File: src/rtl/main_mem_dumper.sv
// main_mem_dumper: after the CPU signals terminate, reads every MainMemory word
// once and streams it out as valid/ready beats tagged with its word address.
// Optional feature macro: DUMP_CHECKSUM_EN appends a modulo-2^32 sum beat.
`default_nettype none

module main_mem_dumper #(
  parameter int DEPTH_WORDS = 512,
  parameter int ADDR_W      = 9
) (
  input  logic              CLK,
  input  logic              RESET,
  input  logic              terminate,
  output logic              mem_ren,
  output logic [ADDR_W-1:0] mem_raddr,
  input  logic [31:0]       mem_rdata,
  output logic              out_valid,
  input  logic              out_ready,
  output logic [31:0]       out_data,
  output logic [ADDR_W-1:0] out_addr,
  output logic              out_last,
  output logic              busy,
  output logic              done
);

  typedef enum logic [2:0] {
    IDLE = 3'd0,
    REQ  = 3'd1,
    WAIT = 3'd2,
    EMIT = 3'd3,
    DONE = 3'd4
  } state_t;

  localparam logic [ADDR_W-1:0] LAST_ADDR = ADDR_W'(DEPTH_WORDS - 32'sd1);
  localparam logic [ADDR_W-1:0] ONE_ADDR  = {{(ADDR_W-1){1'b0}}, 1'b1};

  state_t            r_state;
  state_t            w_state_nx;
  logic [ADDR_W-1:0] r_cnt;
  logic              r_mem_ren;
  logic              r_out_valid;
  logic [31:0]       r_out_data;
  logic [ADDR_W-1:0] r_out_addr;
  logic              r_out_last;
  logic              r_busy;
  logic              r_done;
  logic              w_xfer;

`ifdef DUMP_CHECKSUM_EN
  logic [31:0]       r_sum;
  logic              r_csum_phase;
`endif

  // A beat moves only while the FSM is presenting it and downstream accepts
  assign w_xfer = (r_state == EMIT) && out_ready;

  // Next-state decode; terminate matters only in IDLE and DONE is terminal
  always_comb begin
    w_state_nx = r_state;
    case (r_state)
      IDLE: begin
        if (terminate) w_state_nx = REQ;
        else           w_state_nx = IDLE;
      end
      REQ:  w_state_nx = WAIT;
      WAIT: w_state_nx = EMIT;
      EMIT: begin
        if (w_xfer) begin
`ifdef DUMP_CHECKSUM_EN
          if (r_csum_phase)              w_state_nx = DONE;
          else if (r_cnt == LAST_ADDR)   w_state_nx = EMIT;
          else                           w_state_nx = REQ;
`else
          if (r_cnt == LAST_ADDR) w_state_nx = DONE;
          else                    w_state_nx = REQ;
`endif
        end else begin
          w_state_nx = EMIT;
        end
      end
      DONE:    w_state_nx = DONE;
      default: w_state_nx = IDLE;
    endcase
  end

  // State, counter, payload and status registers; status flags are decoded
  // from the next state so every output comes straight from a flop
  always_ff @(posedge CLK) begin
    if (RESET) begin
      r_state     <= IDLE;
      r_cnt       <= '0;
      r_mem_ren   <= 1'b0;
      r_out_valid <= 1'b0;
      r_out_data  <= 32'd0;
      r_out_addr  <= '0;
      r_out_last  <= 1'b0;
      r_busy      <= 1'b0;
      r_done      <= 1'b0;
`ifdef DUMP_CHECKSUM_EN
      r_sum        <= 32'd0;
      r_csum_phase <= 1'b0;
`endif
    end else begin
      r_state     <= w_state_nx;
      r_mem_ren   <= (w_state_nx == REQ);
      r_out_valid <= (w_state_nx == EMIT);
      r_busy      <= (w_state_nx == REQ) || (w_state_nx == WAIT) || (w_state_nx == EMIT);
      r_done      <= (w_state_nx == DONE);
      case (r_state)
        IDLE: begin
          if (terminate) r_cnt <= '0;
        end
        WAIT: begin
          // Read data arrives exactly one cycle after the REQ-cycle enable
          r_out_data <= mem_rdata;
          r_out_addr <= r_cnt;
`ifdef DUMP_CHECKSUM_EN
          r_out_last <= 1'b0;
`else
          r_out_last <= (r_cnt == LAST_ADDR);
`endif
        end
        EMIT: begin
          if (w_xfer) begin
`ifdef DUMP_CHECKSUM_EN
            if (!r_csum_phase) begin
              r_sum <= r_sum + r_out_data;
              if (r_cnt == LAST_ADDR) begin
                // Final memory beat accepted: present the sum as the closing beat
                r_out_data   <= r_sum + r_out_data;
                r_out_addr   <= '0;
                r_out_last   <= 1'b1;
                r_csum_phase <= 1'b1;
              end else begin
                r_cnt <= r_cnt + ONE_ADDR;
              end
            end
`else
            // Counter stops at the last address rather than wrapping
            if (r_cnt != LAST_ADDR) r_cnt <= r_cnt + ONE_ADDR;
`endif
          end
        end
        default: ;
      endcase
    end
  end

  assign mem_ren   = r_mem_ren;
  assign mem_raddr = r_cnt;
  assign out_valid = r_out_valid;
  assign out_data  = r_out_data;
  assign out_addr  = r_out_addr;
  assign out_last  = r_out_last;
  assign busy      = r_busy;
  assign done      = r_done;

endmodule

`default_nettype wire

File: config.mk
export PLATFORM = sky130hd
export DESIGN_NAME = main_mem_dumper
export DESIGN_NICKNAME = d
export VERILOG_FILES = /design/src/rtl/main_mem_dumper.sv
export SDC_FILE = /design/constraint.sdc
export NUM_CORES = 1
export LEC_CHECK = 0
export ABC_CLOCK_PERIOD_IN_PS = 3300
export CORE_ASPECT_RATIO = 1.5
export CORE_MARGIN = 5
export CORE_UTILIZATION = 47
export CTS_BUF_LIST = sky130_fd_sc_hd__clkbuf_4
export DETAILED_ROUTE_END_ITERATION = 8
export GPL_ROUTABILITY_DRIVEN = 1
export PLACE_DENSITY_LB_ADDON = 0.25
export SETUP_SLACK_MARGIN = 0.1
export SYNTH_ARGS = -nofsm -noshare
export SYNTH_HDL_FRONTEND = slang
export SYNTH_SLANG_ARGS = --single-unit
File: constraint.sdc
create_clock -name CLK -period 3.3 [get_ports CLK]
set_clock_uncertainty 0.2 [all_clocks]
set_input_delay 0.66 -clock CLK [delete_from_list [all_inputs] [get_ports CLK]]
set_output_delay 0.66 -clock CLK [all_outputs]
set_load 0.02 [all_outputs]
==> results of run 1 <==
-- cells by family (layout without fill, tap and decap cells) --
| family | Yosys count | after routing | synth area share |
|---|---|---|---|
| and+or+nand+nor | 117 | 117 | 0.222 |
| buffers and inverters | 17 | 109 | 0.0361 |
| DFF | 58 | 58 | 0.540 |
| adders and majority gates | 2 | 2 | 0.0116 |
| xor gates and xnor gates | 6 | 6 | 0.0245 |
| muxes | 2 | 2 | 0.00932 |
| AOI/OAI and AO/OA | 57 | 57 | 0.156 |
-- power groups by stage --
stage	logic, W	registers [W]	clock network (W)
2_1_floorplan	0.0000988	0.000806	0
3_3_place_gp	0.000259	0.000768	0
3_5_place_dp	0.000261	0.000770	0
4_1_cts	0.000262	0.000754	0.000409
5_1_grt	0.000280	0.000759	0.000444
6_report	0.000259	0.000754	0.000399
-- placed cells by master, fill, tap and decap left out, types with 2 or more instances in the layout --
cell type        synthesis  layout
nor2_1                  15      15
dfxtp_1                 58      58
nand4b_1                 2       2
clkdlybuf4s50_1          0      89
mux2i_1                  2       2
a211oi_1                 4       4
xnor2_1                  6       6
nand3_1                  3       3
clkinv_2                 0       3
clkbuf_4                 0      10
a21oi_1                 47      47
buf_4                    0       2
ha_1                     2       2
clkinv_1                 0       2
nand2_1                 88      88
and2_1                   2       2
-- final cells by class --
cell class,instances,area share
Inverter,1,0.00119
Multi-Input combinational cell,184,0.288
Clock inverter,5,0.00712
Sequential cell,58,0.367
Timing Repair Buffer,93,0.294
Tap cell,48,0.0190
Clock buffer,10,0.0237
-- per-layer routing --
metal / global-route usage / share of wire / up-vias / routed length (µm)
met2: 0.337 / 0.53 / 62 / 2880
met1: 0.185 / 0.38 / 919 / 2070
met5: 0 / 0 / - / 0
met4: 0.114 / 0.025 / 0 / 137
li1: - / - / 1030 / -
met3: 0.0619 / 0.065 / 11 / 356
-- metrics by stage --
step,total power (W),setup slack [ns],utilization,hold slack [ns]
detailed placement,0.00103,0.744,0.686,0.247
floorplan,0.000905,1.13,-,0.335
global route,0.00148,0.806,0.708,0.281
CTS,0.00142,0.861,0.708,0.259
finish,0.00141,0.895,0.708,0.256
global placement,0.00103,0.792,0.686,0.241
-- flip-flops by register name (all words and copies together), names as in the netlist --
register	count
out_data	32
mem_raddr	9
out_addr	9
r_state	3
busy	1
done	1
mem_ren	1
out_last	1
out_valid	1
-- worst register-to-register path, cell delays in order (launching register included) --
cell	delay (ns)
dfxtp_1	0.38
ha_1	0.28
nand3_1	0.10
nor2_1	0.05
ha_1	0.23
nand4b_1	0.37
a21oi_4	0.32
a211oi_1	0.10
a31o_1	0.19
-- final timing paths --
kind | end | slack (ns) | cells after the start | from
worst max-delay path | mem_raddr[3] | 0.90 | 1 | mem_raddr[3]
worst max register to register | mem_raddr[6] | 0.97 | 8 | mem_raddr[0]
worst min-delay path | out_data[18] | 0.26 | 2 | out_data[18]
worst min register to register | out_data[18] | 0.26 | 2 | out_data[18]
==> flow_summary.ini, run 1 <==
[run_status]
status = completed

[timing]
post-route-min-period_ns = 2.40
maxSlewViolCount = 0
finalCritPeriodShare = 0.729
rsz0062_at_grt = no
tns_ns = 0
setup_viol = 0
fmax_mhz = 416
tightestPinTransition_ns = 0.661
hold_violations = 0
slew_headroom = 0.558

[route]
final_antenna_net_count = 0
num_vias = 2022
via_per_inst = 5.07
dr.pass1.iters = 4
routed_wl_um = 5440
drc_errors = 0
drt_iter0_markers = 136
detail_route.wl_per_cell_um = 13.6

[job]
cap_violations = 0

[synth]
syn_avg_cell_area_um2 = 8.29
ys_seq_elements = 58
ys_seq_area_frac = 0.540
synth_warnings = 0
synth_edf_count = 0
syn_nets = 297
synth.top_cells.by_area = dfxtp_1 54%, nand2_1 15%, a21oi_1 11%
netlist_area_mm2 = 0.00215
yosysMostFrequentCell = nand2_1
synth_common_cells = 88 x nand2_1, 58 x dfxtp_1, 47 x a21oi_1
syn_inst = 259
ys_types = 28
async_reset_ff_frac = 0
synth.largest_area_cell = dfxtp_1
yosysTopAreaCellShare = 0.540
synth_ff_type = dfxtp_1

[clock_tree]
cts-resized-gates = 0
clk_path_buf_depth = 2
cts_tree = built
hold_buffers = 0
numCtsBuffers = 9
h-tree-depth = 3
clockRootBuffer = clkbuf_4
cts.clk_slew.worst_paths_ns = 0.10
cts_setup_buffers = 0
clk_latency_ns = 0.39
clock_sinks = 58

[power]
ir_drop_uv = 307
pwr-share-comb = 0.184
p_leak_nw = 1.10
power_density_mw_per_mm2 = 446
pwr-share-clk = 0.282
p_switching_w = 0.000402
swShare = 0.285
p_int_w = 0.00101
seqPwrFrac = 0.534

[grt]
grt.total_usage = 0.189
grt_pass1_vias = 1942
grt-ovfl-total = 0
grt_start_max_net_pins = 37
grt_pass1_wl_um = 8790
grt_antenna_before_repair = 0

[final_layout]
instances_no_fill = 399
multiInputGateArea_um2 = 910
fill_cells = 370
areaGrowthSynthToFinish_pct = 47.2
antenna_cells = 0
layout-drive-gt1-share = 0.0570
fin_nets = 385
final_area_mm2 = 0.00316
seqCellArea_mm2 = 0.00116

[place]
hpwl_um = 3990
postPlaceCellArea_mm2 = 0.00307
gp_congestion = 0.753
port_buffers = 90
dp_cells = 384

[floorplan]
die_y_um = 92.8
io_pins = 91
dieArea_mm2 = 0.00605
rows = 30
die_w_um = 65.2
coreArea_mm2 = 0.00447
initial_utilization = 0.481

[worst_setup_path]
critical_path_buf_inv_count = 1
cpPeakStageDelay_ns = 0.66
path_class = register to primary output
cp_cell_sequence = clkdlybuf4s50_1
arrival_ns = 1.54
worst_setup_path_start_kind = register
critPathMaxFanout = 7
critical-path-top-delay-family = buffers and inverters
cpMaxStageDelayCell = clkdlybuf4s50_1
required_ns = 2.44
crit_path_end_kind = primary output

[worst_hold_path]
hold_class = register to register
Power figures use the tool's default switching activity.
==> run 2, diff against run 1 <==
- ABC_CLOCK_PERIOD_IN_PS: 3300 -> 1900
- CORE_UTILIZATION: 47 -> 39
- clock period: 3.3 -> 1.9 ns (I/O delays scaled with it)
==> flow_summary.ini, run 2 (synthesis gave the netlist of run 1 again) <==
[route]
detail_route.wl_per_cell_um = 13.2
dr.pass1.iters = 4
final_antenna_net_count = 0
drt_iter0_markers = 134
routed_wl_um = 5810
via_per_inst = 4.77
drc_errors = 0
num_vias = 2094

[floorplan]
rows = 33
initial_utilization = 0.397
coreArea_mm2 = 0.00541
die_y_um = 101
io_pins = 91
dieArea_mm2 = 0.00712
die_w_um = 70.6

[grt]
grt-ovfl-total = 0
grt.total_usage = 0.166
grt_pass1_vias = 2043
grt_pass1_wl_um = 9200
grt_start_max_net_pins = 43
grt_antenna_before_repair = 0

[final_layout]
final_area_mm2 = 0.00337
final_common_cell = nand2_1
antenna_cells = 0
fin_nets = 403
areaGrowthSynthToFinish_pct = 56.7
post-route-util = 0.622
final_cell_mix = 88 x nand2_1, 56 x dfxtp_1, 46 x a21oi_1, 46 x dlygate4sd2_1, 34 x clkdlybuf4s50_1
layout-drive-gt1-share = 0.146
largest_register_ffs = 32

[run_status]
status = finished with violations
violations = negative setup slack

[clock_tree]
cts.clk_slew.worst_paths_ns = 0.09
clk_latency_ns = 0.38
cts_tree = built
clock_sinks = 58
clk_path_buf_depth = 2
clockRootBuffer = clkbuf_4
numCtsBuffers = 9
h-tree-depth = 3

[place]
place_ws_ns = -0.406
postPlaceCellArea_mm2 = 0.00326
port_buffers = 90
gp_congestion = 0.804
hpwl_um = 4200

[worst_setup_path]
required_ns = 1.98
critPathMaxFanout = 5
worst-r2r-setup-slack_ns = -0.05
crit_path_end_kind = register
ff2ff_path_depth = 10
rr_endpoint = mem_raddr[7]
worst_setup_path_start_kind = register
path_class = register to register
arrival_ns = 2.03
reg2reg_from = mem_raddr[0]

[timing]
setup_viol = 5
tightestPinTransition_ns = 0.437
post-route-min-period_ns = 1.95
fmax_mhz = 513
maxSlewViolCount = 0
finalCritPeriodShare = 1.03
hold_slack_ns = 0.177
fin_ws_ns = -0.0505
slew_headroom = 0.709
rsz0062_at_grt = yes
hold_violations = 0

[power]
ir_drop_uv = 522
p_leak_nw = 1.44
power_density_mw_per_mm2 = 807

[worst_hold_path]
hold_path.startpoint = RESET
hold_end = out_data[4]
hold_class = primary input to register
holdPathStages = 2

[job]
cap_violations = 0
==> run 2: per-layer routing <==
metal,track usage,vias to the layer above,share of wire
met2,0.307,59,0.54
li1,-,1059,-
met3,0.0379,12,0.062
met5,0,-,0
met4,0.101,0,0.024
met1,0.165,964,0.38
==> run 2: worst max-delay path by stage <==
stage | from | to | cells past startpoint
floorplan | mem_raddr[0] | mem_raddr[6] | 8
global placement | terminate | mem_raddr[6] | 5
detailed placement | terminate | mem_raddr[6] | 5
CTS | mem_raddr[0] | mem_raddr[6] | 9
global route | mem_raddr[0] | mem_raddr[6] | 9
finish | mem_raddr[0] | mem_raddr[7] | 10
==> run 2: worst max-delay path: stages (launching register included) <==
cell,delay [ns]
dfxtp_4,0.36
ha_4,0.16
nand3_2,0.06
nor2_2,0.04
ha_2,0.18
nand4b_1,0.18
buf_6,0.16
buf_4,0.13
a211oi_2,0.20
xnor2_1,0.14
nor2_1,0.05
==> run 2: per-stage QoR <==
stage / total power, W / cells / setup TNS, ns
6_report: 0.00272 / 439 / -0.154
5_1_grt: 0.00284 / 439 / -0.666
4_1_cts: 0.00276 / 438 / -0.0637
3_5_place_dp: 0.00182 / 422 / -3.01
3_3_place_gp: 0.00182 / 422 / -2.46
2_1_floorplan: 0.00158 / 259 / -0.390
==> run 2: final cells by class <==
cell class	instances	area, µm²
Sequential cell	58	1170
Multi-Input combinational cell	184	956
Tap cell	70	87.6
Clock inverter	4	67.6
Timing Repair Buffer	111	1000
Clock buffer	11	82.6
Inverter	1	3.75
Fill cell	510	2040
==> run 2: timing repair <==
action	in CTS	in global routing
setup buffers	1	2
hold buffers	0	0
pin swaps	8	7
resized for setup	64	11
endpoints found under the setup margin	65	18
==> run 2: power by group <==
group | internal (W) | leakage, nW | switching [W]
logic | 0.000205 | 0.884 | 0.000251
registers | 0.00127 | 0.473 | 0.0000285
clock network | 0.000549 | 0.0820 | 0.000411
==> run 3, diff against run 2 <==
- ABC_CLOCK_PERIOD_IN_PS: 1900 -> unset
==> results of run 3 <==
Final layout, timing and power as in run 2 (identical DEF).
